File: config.mk
export PLATFORM = sky130hd
export DESIGN_NAME = mode_counter_flat
export DESIGN_NICKNAME = d
export VERILOG_FILES = /design/src/rtl/mode_counter_if.sv /design/src/rtl/mode_counter.sv /design/src/flat_wrapper.sv
export SDC_FILE = /design/constraint.sdc
export NUM_CORES = 1
export LEC_CHECK = 0
export CORE_MARGIN = 4
export CORE_UTILIZATION = 39
export CTS_BUF_LIST = sky130_fd_sc_hd__clkbuf_16
export DETAILED_ROUTE_END_ITERATION = 6
export PLACE_DENSITY_LB_ADDON = 0.1
export SLEW_MARGIN = 5
export SYNTH_ARGS = -nofsm -noshare
export SYNTH_HDL_FRONTEND = slang
export SYNTH_SLANG_ARGS = --single-unit
File: constraint.sdc
create_clock -name CLK -period 2.6 [get_ports CLK]
set_input_delay 0.65 -clock CLK [delete_from_list [all_inputs] [get_ports CLK]]
set_output_delay 0.65 -clock CLK [all_outputs]
set_load 0.01 [all_outputs]
File: src/rtl/mode_counter_if.sv
// rtl/mode_counter_if.sv - control and status bundle for the bounded up/down counter
interface mode_counter_if #(
  parameter int BITS = 8
);
  logic            clear;
  logic            load;
  logic [BITS-1:0] load_val;
  logic            enable;
  logic            countup;
  logic            countdown;
  logic [BITS-1:0] rollover_val;
  logic            wrap_en;
  logic [BITS-1:0] count_out;
  logic            term_flag;
  logic            wrap_pulse;
  logic            sat_flag;

  modport master (
    output clear, load, load_val, enable, countup, countdown, rollover_val, wrap_en,
    input  count_out, term_flag, wrap_pulse, sat_flag
  );

  modport slave (
    input  clear, load, load_val, enable, countup, countdown, rollover_val, wrap_en,
    output count_out, term_flag, wrap_pulse, sat_flag
  );
endinterface

File: src/rtl/mode_counter.sv
// rtl/mode_counter.sv - up/down counter bounded by rollover_val, wrapping or saturating at the limits
module mode_counter #(
  parameter int BITS = 8
) (
  input logic           CLK,
  input logic           nRST,
  mode_counter_if.slave bus
);

  localparam logic [BITS-1:0] ONE = {{(BITS-1){1'b0}}, 1'b1};

  logic [BITS-1:0] count_q;
  logic [BITS-1:0] count_next;
  logic            wrap_q;
  logic            wrap_next;
  logic            sat_q;
  logic            sat_next;
  logic            up_req;
  logic            down_req;

  // Simultaneous up and down requests cancel and are treated as hold.
  assign up_req   = bus.enable & bus.countup & ~bus.countdown;
  assign down_req = bus.enable & bus.countdown & ~bus.countup;

  always_comb begin
    count_next = count_q;
    wrap_next  = 1'b0;
    sat_next   = 1'b0;
    if (bus.clear) begin
      count_next = '0;
    end else if (bus.load) begin
      count_next = bus.load_val;
    end else if (up_req) begin
      // >= so a value loaded above the limit still wraps or saturates.
      if (count_q < bus.rollover_val) begin
        count_next = count_q + ONE;
      end else if (bus.wrap_en) begin
        count_next = '0;
        wrap_next  = 1'b1;
      end else begin
        sat_next   = 1'b1;
      end
    end else if (down_req) begin
      if (count_q != '0) begin
        count_next = count_q - ONE;
      end else if (bus.wrap_en) begin
        count_next = bus.rollover_val;
        wrap_next  = 1'b1;
      end else begin
        sat_next   = 1'b1;
      end
    end
  end

  always_ff @(posedge CLK, negedge nRST) begin
    if (!nRST) begin
      count_q <= '0;
      wrap_q  <= 1'b0;
      sat_q   <= 1'b0;
    end else begin
      count_q <= count_next;
      wrap_q  <= wrap_next;
      sat_q   <= sat_next;
    end
  end

  assign bus.count_out  = count_q;
  assign bus.wrap_pulse = wrap_q;
  assign bus.sat_flag   = sat_q;
  assign bus.term_flag  = (count_q == bus.rollover_val);

endmodule

File: src/flat_wrapper.sv
// flat-port wrapper written by rule: the top's interface ports become plain ports
module mode_counter_flat 
#(
  parameter int BITS = 8
)
  (CLK, nRST, bus_clear, bus_load, bus_load_val, bus_enable, bus_countup, bus_countdown, bus_rollover_val, bus_wrap_en, bus_count_out, bus_term_flag, bus_wrap_pulse, bus_sat_flag);
  mode_counter_if #(.BITS(BITS)) bus_i ();
  input logic CLK;
  input logic nRST;
  input wire logic [$bits(bus_i.clear)-1:0] bus_clear;
  input wire logic [$bits(bus_i.load)-1:0] bus_load;
  input wire logic [$bits(bus_i.load_val)-1:0] bus_load_val;
  input wire logic [$bits(bus_i.enable)-1:0] bus_enable;
  input wire logic [$bits(bus_i.countup)-1:0] bus_countup;
  input wire logic [$bits(bus_i.countdown)-1:0] bus_countdown;
  input wire logic [$bits(bus_i.rollover_val)-1:0] bus_rollover_val;
  input wire logic [$bits(bus_i.wrap_en)-1:0] bus_wrap_en;
  output wire logic [$bits(bus_i.count_out)-1:0] bus_count_out;
  output wire logic [$bits(bus_i.term_flag)-1:0] bus_term_flag;
  output wire logic [$bits(bus_i.wrap_pulse)-1:0] bus_wrap_pulse;
  output wire logic [$bits(bus_i.sat_flag)-1:0] bus_sat_flag;
  assign bus_i.clear = bus_clear;
  assign bus_i.load = bus_load;
  assign bus_i.load_val = bus_load_val;
  assign bus_i.enable = bus_enable;
  assign bus_i.countup = bus_countup;
  assign bus_i.countdown = bus_countdown;
  assign bus_i.rollover_val = bus_rollover_val;
  assign bus_i.wrap_en = bus_wrap_en;
  assign bus_count_out = bus_i.count_out;
  assign bus_term_flag = bus_i.term_flag;
  assign bus_wrap_pulse = bus_i.wrap_pulse;
  assign bus_sat_flag = bus_i.sat_flag;
  mode_counter #(.BITS(BITS)) u_core (.CLK(CLK), .nRST(nRST), .bus(bus_i));
endmodule
==> results.py <==
metrics = {
    "min_path": {
        "hp-class": "register to register",
        "hold_start": "u_core.bus.count_out[1]",
    },
    "timing": {
        "slew_violations": 0,
        "max_slew_margin_pct": 66.1,
        "rsz0062_at_grt": "true",
        "finalHoldViolCount": 0,
        "tightest_slew_ns": 0.506,
        "max_freq_ghz": 0.394,
        "min_period_over_period_pct": 97.6,
        "finalClockSkew_ns": 0.00490,
        "period_needed_ns": 2.54,
        "final-setup-viol-count": 0,
    },
    "placement": {
        "place.gp.congestion": 0.894,
        "place_inst": 250,
        "dp_hpwl_um": 3250,
        "place_area_mm2": 0.00178,
        "io_buffers": 34,
    },
    "finish": {
        "fin_nets": 247,
        "finalNonFillerCells": 255,
        "design_area_mm2": 0.00197,
        "syn2layout_area_growth_pct": 60.2,
        "drive_gt1_share_pct": 25.1,
        "antennaDiodeCount": 0,
    },
    "cts": {
        "postCtsHoldBufs": 0,
        "clk_path_buf_depth": 2,
        "cts.sink_count": 10,
        "cts_buffers": 3,
        "clkLatencyLatePin_ns": 0.24,
        "path_clk_slew_ns": 0.04,
        "root_buffer": "clkbuf_16",
        "cts_tree": "done",
        "htreeDepth": 1,
    },
    "critical_path": {
        "max_stage_delay_ns": 0.48,
        "end_kind": "register",
        "cp-startpoint": "bus_rollover_val[1]",
        "cp_max_fo": 6,
        "worstSetupStartpointType": "primary input",
        "path_class": "primary input to register",
        "cp_num_buf_inv": 2,
        "required_ns": 2.70,
        "crit_arrival_ns": 2.64,
        "critPathTopFamily": "compound AO/OA/AOI/OAI gates",
        "cpMaxStageDelayCell": "clkdlybuf4s50_1",
        "r2r_start": "u_core.bus.count_out[0]",
        "crit_chain": "clkdlybuf4s50_1, inv_1, ha_1, nor2b_1, o211ai_1, a21oi_4, or2_4, o2111ai_1, o21ai_1",
    },
    "global_route": {
        "overflow": 0,
        "grt_pass1_wl_um": 6820,
        "grt_max_degree": 11,
        "grt_usage_pct": 20.8,
        "antenna_found_initial": 0,
        "grt_pass1_vias": 1503,
    },
    "floorplan": {
        "coreArea_mm2": 0.00303,
        "floorplan.initialDensity_pct": 40.7,
        "fp.dieH_um": 64.2,
        "io_pins": 35,
        "dieWidth_um": 64.2,
        "die_area_mm2": 0.00412,
        "rows": 20,
    },
    "synthesis": {
        "yosys_warnings": 0,
        "synth_area_mm2": 0.00123,
        "ys.flop_type": "dfrtp_1",
        "synth_area_per_cell_um2": 8.05,
        "syn_inst": 153,
        "ys_types": 49,
        "synth_top_area_cell": "dfrtp_1",
        "syn-num-nets": 188,
        "synth_edf_count": 0,
        "async_flop_share_pct": 100,
        "yosysTopAreaCellShare_pct": 20.3,
        "synth-seq-area-share_pct": 20.3,
        "synth-seq-cells": 10,
        "synthTopCellsByArea": "dfrtp_1 20%, ha_1 11%, o211ai_1 4.3%",
    },
    "power": {
        "ir_worst_vdd_uv": 411,
        "p_leak_uw": 0.000845,
        "power_uw": 931,
        "power.density_mw_per_mm2": 472,
    },
    "routing": {
        "first_pass_iters": 4,
        "drc": 0,
        "drt-initial-drc-count": 78,
        "vias_per_cell": 5.65,
        "vias": 1442,
        "totalWireLength_um": 4110,
        "ant_nets": 0,
        "wire_per_inst_um": 16.1,
    },
    "run": {
        "drv_cap": 0,
    },
    "status": {
        "status": "finished, final reports clean",
    },
}
[report_power, final]
| part | switching [µW] | internal [µW] | leakage [µW] | total [µW] |
|---|---|---|---|---|
| clock | 71.7 | 202 | 0.0000385 | 273 |
| sequential | 16.5 | 171 | 0.000132 | 188 |
| combinational | 237 | 233 | 0.000674 | 470 |
[repair_timing]
action,CTS,global route
pin swaps,2,7
resized for setup,6,22
endpoints found under the setup margin,6,11
setup buffers,1,0
cloned,0,0
[registers in the layout (all words and copies together) (netlist names)]
name / flops
u_core.bus.count_out: 8
u_core.bus.sat_flag: 1
u_core.bus.wrap_pulse: 1
[area by class of cell]
class	instances	area (µm²)
multi-input cells	124	992
clock buffers	3	75.1
fillers	254	1060
flip-flops and latches	10	250
repair buffers	61	551
clock inverters	1	3.75
well taps	44	55.1
inverters	12	45.0
[worst register-to-register path, stage by stage, from the launching register on]
cell	delay, ns
dfrtp_1	0.39
inv_1	0.11
ha_1	0.20
or4b_4	0.53
or2_1	0.30
o211ai_1	0.34
o311ai_4	0.16
a22o_1	0.25
[per-stage QoR]
stage / setup WS, ns / hold slack, ns / setup TNS, ns / util, %
after detailed placement: -0.422 / 0.720 / -2.67 / 58.8
after global placement: -0.342 / 0.701 / -2.08 / 58.8
after floorplan: 0.357 / 0.354 / 0 / -
after global routing: -0.0161 / 0.769 / -0.0283 / 65.1
after CTS: 0.00186 / 0.728 / 0 / 61.9
final: 0.0615 / 0.735 / 0 / 65.1
[placed cells by master (no fill, tap or decap), drive strengths merged, types with 4 or more instances in the layout]
cell type and count:
buf 28, nand3 9, dfrtp 10, o21ai 10, ha 11, o211ai 8
inv 12, clkdlybuf4s50 31, a21oi 10, nor2 9, nor3 4, nand2 11
[worst paths after layout]
check / to / slack, ns / cells after the start
min: u_core.bus.count_out[1] / 0.74 / 3
max reg2reg: u_core.bus.count_out[2] / 0.20 / 7
min reg2reg: u_core.bus.count_out[1] / 0.74 / 3
min in group asynchronous: u_core.bus.count_out[2] / 0.75 / 1
max: u_core.bus.count_out[4] / 0.06 / 9
max in group asynchronous: u_core.bus.count_out[7] / 1.50 / 1
[synthesized netlist by cell type (all sizes together) (2+ instances only)]
cell      n
a211o     2
nand4     3
clkbuf    4
xnor2     3
o32ai     2
and3      2
nor2b     2
or3       2
ha       11
nor3      4
nand3     9
a21oi    10
nand3b    2
o211ai    8
o21ai    10
inv      12
nor2      9
o31a      3
or2       3
buf       3
o2111ai   2
a31oi     3
mux2      2
nand2    11
o21bai    2
dfrtp    10
nand4b    2
nor3b     2
o311ai    2
[logic make-up after synthesis]
logic type | synth area share, %
and+or+nand+nor | 26.7
AOI/OAI and AO/OA | 29.3
buffers and inverters | 7.01
adders and majority gates | 11.2
DFF | 20.3
xor gates and xnor gates | 2.85
muxes | 2.64
[metal layers]
metal | up-vias | wire, µm | track usage, %
li1 | 698 | - | -
met1 | 682 | 1820 | 25.2
met2 | 50 | 1990 | 36.0
met3 | 12 | 185 | 3.16
met4 | 0 | 111 | 8.97
met5 | - | 0 | 0
Note: power is estimated with default switching activity, not from simulation.
